File: config.mk
export PLATFORM = sky130hd
export DESIGN_NAME = rv32_muldiv_unit
export DESIGN_NICKNAME = d
export VERILOG_FILES = /design/src/rtl/rv32_muldiv_unit_pkg.sv /design/src/rtl/rv32_muldiv_unit_div_iter.sv /design/src/rtl/rv32_muldiv_unit.sv
export SDC_FILE = /design/constraint.sdc
export NUM_CORES = 2
export LEC_CHECK = 0
export CAP_MARGIN = 40
export CORE_ASPECT_RATIO = 0.6
export CORE_MARGIN = 4
export CORE_UTILIZATION = 45
export DETAILED_ROUTE_END_ITERATION = 10
export HOLD_SLACK_MARGIN = 0.03
export PLACE_DENSITY = 0.68
export SETUP_SLACK_MARGIN = 0.4
export SYNTH_ARGS = -nofsm -noshare
export SYNTH_HDL_FRONTEND = slang
export SYNTH_HIERARCHICAL = 1
export SYNTH_SLANG_ARGS = --single-unit
File: constraint.sdc
create_clock -name clk -period 4 [get_ports clk]
set_input_delay 1 -clock clk [delete_from_list [all_inputs] [get_ports clk]]
set_output_delay 1 -clock clk [all_outputs]
set_load 0.005 [all_outputs]
File: src/rtl/rv32_muldiv_unit_pkg.sv
// Shared RV32M types for the mul/div execute unit (package rv32_types).
package rv32_types;

  typedef enum logic [2:0] {
    MD_MUL    = 3'd0,
    MD_MULH   = 3'd1,
    MD_MULHSU = 3'd2,
    MD_MULHU  = 3'd3,
    MD_DIV    = 3'd4,
    MD_DIVU   = 3'd5,
    MD_REM    = 3'd6,
    MD_REMU   = 3'd7
  } muldiv_op_t;

  typedef enum logic [1:0] {
    DIV_IDLE,
    DIV_BUSY,
    DIV_DONE
  } div_state_t;

  localparam int unsigned DIV_ITERS = 32;

endpackage

File: src/rtl/rv32_muldiv_unit_div_iter.sv
// Iterative radix-2 restoring divider (rv32_div_iter) with start/done handshake.
// Only compiled when RV32_MULDIV_DIV_EN is defined.
`ifdef RV32_MULDIV_DIV_EN
module rv32_div_iter
  import rv32_types::*;
(
  input  logic        clk,
  input  logic        resetn,
  input  logic        flush,
  input  logic        start,
  input  logic        is_signed,
  input  logic        is_rem,
  input  logic [31:0] dividend,
  input  logic [31:0] divisor,
  input  logic        ack,
  output logic        idle,
  output logic        valid,
  output logic [31:0] result
);
  localparam int unsigned CNT_W = $clog2(DIV_ITERS);

  div_state_t       state;
  logic [31:0]      quo, rem, dvs, mag1, mag2, fixed;
  logic [CNT_W-1:0] cnt;
  logic             neg_q, neg_r, rem_sel;
  logic [32:0]      shifted;
  logic [33:0]      diff;

  always_comb begin
    mag1    = (is_signed && dividend[31]) ? -dividend : dividend;
    mag2    = (is_signed && divisor[31])  ? -divisor  : divisor;
    shifted = {rem, quo[31]};
    diff    = {1'b0, shifted} - {2'b00, dvs};
    fixed   = rem_sel ? (neg_r ? -rem : rem) : (neg_q ? -quo : quo);
  end

  assign idle = (state == DIV_IDLE);

  // DONE is entered with valid low after iterating; the fixup cycle then raises valid.
  always_ff @(posedge clk or negedge resetn) begin
    if (!resetn) begin
      state   <= DIV_IDLE;
      quo     <= '0;
      rem     <= '0;
      dvs     <= '0;
      cnt     <= '0;
      neg_q   <= 1'b0;
      neg_r   <= 1'b0;
      rem_sel <= 1'b0;
      valid   <= 1'b0;
      result  <= '0;
    end else if (flush) begin
      state <= DIV_IDLE;
      valid <= 1'b0;
    end else begin
      case (state)
        DIV_IDLE: if (start) begin
          rem_sel <= is_rem;
          neg_q   <= is_signed && (dividend[31] ^ divisor[31]);
          neg_r   <= is_signed && dividend[31];
          if (divisor == '0) begin
            result <= is_rem ? dividend : '1;
            valid  <= 1'b1;
            state  <= DIV_DONE;
          end else if (is_signed && dividend == 32'h8000_0000 && divisor == '1) begin
            result <= is_rem ? '0 : 32'h8000_0000;
            valid  <= 1'b1;
            state  <= DIV_DONE;
          end else begin
            quo   <= mag1;
            rem   <= '0;
            dvs   <= mag2;
            cnt   <= '0;
            state <= DIV_BUSY;
          end
        end
        DIV_BUSY: begin
          if (!diff[33]) begin
            rem <= diff[31:0];
            quo <= {quo[30:0], 1'b1};
          end else begin
            rem <= shifted[31:0];
            quo <= {quo[30:0], 1'b0};
          end
          cnt <= cnt + 1'b1;
          if (cnt == CNT_W'(DIV_ITERS - 1)) state <= DIV_DONE;
        end
        DIV_DONE: begin
          if (!valid) begin
            result <= fixed;
            valid  <= 1'b1;
          end else if (ack) begin
            valid <= 1'b0;
            state <= DIV_IDLE;
          end
        end
        default: state <= DIV_IDLE;
      endcase
    end
  end
endmodule
`endif

File: src/rtl/rv32_muldiv_unit.sv
// RV32M execute unit: stallable multiply pipe, optional iterative divider, output mux.
// Divider present only when RV32_MULDIV_DIV_EN is defined; otherwise DIV* ops return out_err.
module rv32_muldiv_unit
  import rv32_types::*;
#(
  parameter int unsigned MUL_STAGES = 2,
  parameter int unsigned TAG_W      = 5
) (
  input  logic             clk,
  input  logic             resetn,
  input  logic             flush,
  input  logic             in_valid,
  output logic             in_ready,
  input  logic [2:0]       opsel,
  input  logic [31:0]      op1,
  input  logic [31:0]      op2,
  input  logic [TAG_W-1:0] in_tag,
  output logic             out_valid,
  input  logic             out_ready,
  output logic [31:0]      result,
  output logic [TAG_W-1:0] out_tag,
  output logic             out_err
);
  typedef struct packed {
    logic             valid;
    logic             err;
    logic [TAG_W-1:0] tag;
    logic [31:0]      data;
  } stage_t;

  muldiv_op_t         op;
  logic               is_div, e1, e2, stall, accept, pipe_load, load_err;
  logic signed [63:0] a, b, p;
  logic [31:0]        mul_word, load_word;
  stage_t             pipe [MUL_STAGES];
  stage_t             last;

  assign op     = muldiv_op_t'(opsel);
  assign is_div = opsel[2];
  assign last   = pipe[MUL_STAGES-1];
  assign stall  = last.valid && !out_ready;
  assign accept = in_valid && in_ready;

  // One 33x33 signed product; the extension bits select signed/unsigned operands.
  always_comb begin
    e1       = (op == MD_MULH || op == MD_MULHSU) && op1[31];
    e2       = (op == MD_MULH) && op2[31];
    a        = {{32{e1}}, op1};
    b        = {{32{e2}}, op2};
    p        = a * b;
    mul_word = (op == MD_MUL) ? p[31:0] : p[63:32];
  end

  always_ff @(posedge clk or negedge resetn) begin
    if (!resetn) begin
      for (int unsigned i = 0; i < MUL_STAGES; i++) pipe[i] <= '0;
    end else if (flush) begin
      for (int unsigned i = 0; i < MUL_STAGES; i++) pipe[i].valid <= 1'b0;
    end else if (!stall) begin
      pipe[0] <= '{valid: pipe_load, err: load_err, tag: in_tag, data: load_word};
      for (int unsigned i = 1; i < MUL_STAGES; i++) pipe[i] <= pipe[i-1];
    end
  end

`ifdef RV32_MULDIV_DIV_EN
  logic             div_idle, div_valid, pipe_empty;
  logic [31:0]      div_result;
  logic [TAG_W-1:0] div_tag;

  always_comb begin
    pipe_empty = 1'b1;
    for (int unsigned i = 0; i < MUL_STAGES; i++) if (pipe[i].valid) pipe_empty = 1'b0;
  end

  assign in_ready  = !flush && div_idle && (is_div ? pipe_empty : !stall);
  assign pipe_load = accept && !is_div;
  assign load_word = mul_word;
  assign load_err  = 1'b0;

  rv32_div_iter u_div (
    .clk       (clk),
    .resetn    (resetn),
    .flush     (flush),
    .start     (accept && is_div),
    .is_signed (!opsel[0]),
    .is_rem    (opsel[1]),
    .dividend  (op1),
    .divisor   (op2),
    .ack       (out_ready),
    .idle      (div_idle),
    .valid     (div_valid),
    .result    (div_result)
  );

  always_ff @(posedge clk or negedge resetn) begin
    if (!resetn) div_tag <= '0;
    else if (accept && is_div) div_tag <= in_tag;
  end

  assign out_valid = last.valid || div_valid;
  assign result    = div_valid ? div_result : last.data;
  assign out_tag   = div_valid ? div_tag : last.tag;
  assign out_err   = div_valid ? 1'b0 : last.err;
`else
  assign in_ready  = !flush && !stall;
  assign pipe_load = accept;
  assign load_word = is_div ? '0 : mul_word;
  assign load_err  = is_div;

  assign out_valid = last.valid;
  assign result    = last.data;
  assign out_tag   = last.tag;
  assign out_err   = last.err;
`endif
endmodule

==> Yosys cells after proc, flatten, opt, wreduce, memory -nomap -nowiden <==
Cells that the tools add are included.
{ "classes": {"n_bitwise": 2, "muxes": 5, "eq_ne": 3, "reduce_logical": 11, "multipliers": 1} }
{ "ops": {"columns": ["cell", "count"], "rows": [
  ["$mux 78", 1],
  ["$mul 33x33->64", 1],
  ["$mux 32", 2],
  ["$logic_and 1x1->1", 5],
  ["$eq 3x1->1 const B", 1],
  ["$eq 3x2->1 const B", 1],
  ["$logic_not 1->1", 3],
  ["$logic_not 3->1", 1],
  ["$mux 1", 2],
  ["$ne 2x2->1 const B", 1],
  ["$not 1->1", 2],
  ["$reduce_and 2->1", 1],
  ["$logic_or 1x1->1", 1]
]} }
{ "totals": {"inputBits": 77, "ff_bits": 78, "word_cells": 30, "output_inout_bits": 40} }

==> Logic depth before layout (Yosys ltp) <==
{ "logic_depth": {"word_depth": 8, "depth_mapped": 31, "depth_no_buf": 29} }

==> Worst setup path after synthesis <==
OpenSTA, ideal clock, no wires.
{ "synth_path": {"kind": "input to register", "startpoint": "input port opsel[2]", "endpoint": "register pipe[65] in the netlist's numbering", "setup_ps": 131, "cell_stages": 28, "t_arrival_ps": 8742, "setup_slack_ps": -4873, "n_path_buf": 3, "required_ps": 3869, "path_cell_list": "clkbuf_1 -> nor3b_1 -> clkbuf_1 -> nand2_1 -> fa_1 -> fa_1 -> inv_1 -> fa_1 -> inv_1 -> fa_1 -> inv_1 -> fa_1 -> fa_1 -> fa_1 -> inv_1 -> fa_1 -> inv_1 -> ha_1 -> clkbuf_1 -> a21oi_1 -> o21ai_0 -> a21o_1 -> a21o_1 -> a21oi_1 -> nor2b_1 -> a311oi_2 -> xor2_1 -> o21ai_1"} }
{ "synth_via": {"elab_chain_len": 6, "elab_cells_between_ends": 9, "classes_between": "1 x mul; 2 x eq/ne; 2 x mux; 4 x reduce/logical"} }
{ "synth_rtl": {"columns": ["element", "line_no", "source"], "rows": [
  ["start, declared", "rv32_muldiv_unit.sv:14", "input logic [2:0] opsel,"],
  ["$eq 3x1->1 or $eq 3x2->1 (tied branches)", "rv32_muldiv_unit.sv:46, rv32_muldiv_unit.sv:47", null],
  ["$logic_or 1x1->1", "rv32_muldiv_unit.sv:46", "e1 = (op == MD_MULH || op == MD_MULHSU) && op1[31];"],
  ["$logic_and 1x1->1", "rv32_muldiv_unit.sv:46", null],
  ["$mul 33x33->64", "rv32_muldiv_unit.sv:50", "p = a * b;"],
  ["$mux 32", "rv32_muldiv_unit.sv:51", "mul_word = (op == MD_MUL) ? p[31:0] : p[63:32];"],
  ["$mux 32 (*)", "rv32_muldiv_unit.sv:107", "assign load_word = is_div ? '0 : mul_word;"],
  ["end, declared", "rv32_muldiv_unit.sv:35", "stage_t pipe [MUL_STAGES];"]
]} }
Every way passes the cells marked *; elsewhere a longest branch is shown, timed or not.
A chain may end at the register's enable or synchronous reset.

==> Worst setup path after layout <==
{ "layout_path": {"startpoint": "input port opsel[1]", "endpoint": "register pipe[66] in the netlist's numbering"} }
{ "layout_via": {"elab_chain_len": 6, "elab_cells_between_ends": 9, "classes_between": "1 x mul; 2 x eq/ne; 2 x mux; 4 x reduce/logical"} }
{ "layout_rtl": {"columns": ["element", "line_no"], "rows": [
  ["$eq 3x1->1 or $eq 3x2->1 (tied branches)", "rv32_muldiv_unit.sv:46, rv32_muldiv_unit.sv:47"],
  ["$logic_or 1x1->1", "rv32_muldiv_unit.sv:46"],
  ["$logic_and 1x1->1", "rv32_muldiv_unit.sv:46"],
  ["$mul 33x33->64", "rv32_muldiv_unit.sv:50"],
  ["$mux 32 (*)", "rv32_muldiv_unit.sv:51"],
  ["$mux 32 (*)", "rv32_muldiv_unit.sv:107"]
]} }
Marked as above.

==> results.yml <==
worst_setup_path:
  slowest_delay_ns: 0.58
  reg2reg_from: "out_valid"
  crit_path_start: "opsel[1]"
  crit_path_frequent_cell: "fa_1"
  cp.arrival_ns: 8.37
  r2r_end: "pipe[58]"
  crit_required_ns: 4.21
  crit_fanout: 6
  ff2ff_setup_slack_ns: 1.65
  cp_slowest_cell: "fa_1"
  crit_path_start_kind: "input port"
  end_kind: "register"
  r2r_cells: 8
  path_class: "input port to register"
die:
  coreArea_sq_um: 90600
  initial_core_util: 0.458
  die_area_sq_um: 97300
  die_h_um: 243
  num_io_pins: 117
  row_count: 85
  die_x_um: 400
sta:
  finalSetupViolations: 32
  timing.hold.ws_ns: 0.461
  worstMarginPinSlew_ns: 0.840
  period_needed_ns: 8.16
  drv_slew: 0
  fin_crit_sh: 2.04
  fin_setup_tns_ns: -126.45
  final.setup_skew_ns: 0.00988
  slew_headroom: 0.440
  rsz0062_at_grt: "true"
  setup_slack_ns: -4.16
  hold_violations: 0
  fmax_mhz: 123
routing:
  drtAntennaViolNets: 0
  drtIter0Drc: 3412
  viasPerCell: 5.27
  drt-total-wl_um: 147000
  wl_per_cell_um: 23.0
  highest_layer: "met5"
  via_count: 33716
  routed-wl-met2_um: 59200
  wl_met3_um: 23700
  met1_length_um: 59600
  first_pass_iters: 6
  route.detailed.drc: 0
cells_and_area:
  areaGrowthSynthToFinish_pct: 27.7
  nNetsFinal: 6585
  drive_above_1_share: 0.217
  fin_util: 0.585
  finalInstanceArea_sq_um: 53000
cts:
  clk_pin_slew_ns: 0.06
  clock-root-buffer: "clkbuf_16"
  cts.sinks: 78
  htreeDepth: 3
  cts_made_buffers: 9
  postCtsHoldBufs: 0
  cts_tree: "yes"
  cts_buffer_depth: 2
  clock_latency_ns: 0.34
status:
  violations: "setup timing"
  outcome: "complete, but fails checks"
synth:
  synthFlopType: "dfrtp_1"
  synth_area_per_cell_sq_um: 8.99
  synthesis.area_sq_um: 41500
  postSynthNetCount: 6030
  yosysWarnings: 6
  yosys_register_bits: 78
  syn_inst: 4616
  yosysSeqAreaShare: 0.0470
  ys_types: 73
  async_flop_share: 1.00
  synth_edf_count: 0
grt:
  gr-total-overflow: 0
  grt_pass1_vias: 35992
  antenna_found_initial: 12
  grt_usage: 0.302
  grt_pass1_wl_um: 222000
  grt_max_degree: 80
hold_path:
  hold_end: "out_tag[4]"
  hold_path_depth: 2
  hold_path.class: "register to register"
  hp-start: "pipe[75]"
flow_run:
  timing.max_cap.violations: 0
placed_design:
  hpwl_um: 103000
  portBuffers: 116
  place_area_sq_um: 48500
  globalplace.congestion: 0.897
synth_stat cells (all sizes together) (10+ instances only):
library cell  number  area [sq um]
a22oi             14           105
o21ai             70           380
buf               43           309
o211ai            10          75.1
inv             1176          4410
nand4             10          62.6
fa              1125         22500
nor3              14          70.1
a31oi             13           118
xor2              22           193
nor2              64           240
nand2            948          3560
xnor2             51           447
a21oi             81           417
dfrtp             78          1950
clkbuf           230           893
a21o              23           176
a211oi            10           108
ha               212          2650
and2             316          1980
nand3             13          70.1
placed cells by master, fill, tap and decap left out, types with 52 or more instances in the layout:
cell,n
and2_1,289
buf_12,111
buf_4,487
buf_6,73
clkdlybuf4s50_1,52
dfrtp_1,78
fa_1,1066
fa_2,59
ha_1,174
inv_1,1130
nand2_1,917
nor2_1,54
layer usage:
layer  global-route usage  up-vias
met5                    0        -
met4               0.0582       12
met3                0.135      329
met2                0.425     2029
met1                0.433    17098
li1                     -    14248
critical path: cells and delay by family:
family          cells  cell delay [ns]
buf+inv             9             0.88
fa+ha+maj           9             4.30
simple gates        2             0.21
compound gates      9             1.58
xor+xnor            2             0.36
worst max-delay path by stage:
stage	end	slack [ns]	cells past startpoint
after global routing	pipe[70]	-4.38	31
after floorplan	pipe[70]	-4.27	29
after detailed placement	pipe[70]	-5.01	32
after CTS	pipe[70]	-4.15	28
after global placement	pipe[70]	-4.87	29
final	pipe[66]	-4.16	31
cell type report:
cell class / instances / area, sq um
timing repair buffer: 818 / 9210
antenna: 4 / 10.0
clock buffer: 10 / 229
clock inverter: 6 / 71.3
multi-input combinational: 3088 / 35600
tap: 1218 / 1520
inverter: 1176 / 4430
fill: 7447 / 37600
sequential: 78 / 1950
what timing repair did:
| action | in CTS | in global routing |
|---|---|---|
| endpoints found under the setup margin | 32 | 32 |
| pin swaps | 165 | 173 |
| setup buffers | 93 | 44 |
| cloned | 49 | 5 |
| endpoints found under the hold margin | 0 | 0 |
| gates resized for setup | 486 | 190 |
cell families after synthesis:
kind of cell / after synthesis / share of synthesized area
buffers and inverters: 1450 / 0.136
adders and majority gates: 1337 / 0.606
DFF: 78 / 0.0470
and+or+nand+nor: 1411 / 0.152
xor gates and xnor gates: 73 / 0.0154
muxes: 2 / 0.000482
AOI/OAI and AO/OA: 265 / 0.0433
registers in the layout, indices dropped and copies added (netlist names):
| register | flops |
|---|---|
| pipe | 39 |
| result | 32 |
| out_tag | 5 |
| out_err | 1 |
| out_valid | 1 |
metrics by stage:
stage / cells / setup slack, ns
finish: 6398 / -4.16
global route: 6394 / -4.38
CTS: 6345 / -4.15
detailed placement: 6187 / -5.01
global placement: 6187 / -4.87
floorplan: 4616 / -4.27
Power is not shown: default switching activity piles up to over one toggle a cycle in this logic, so the estimate is an artifact.
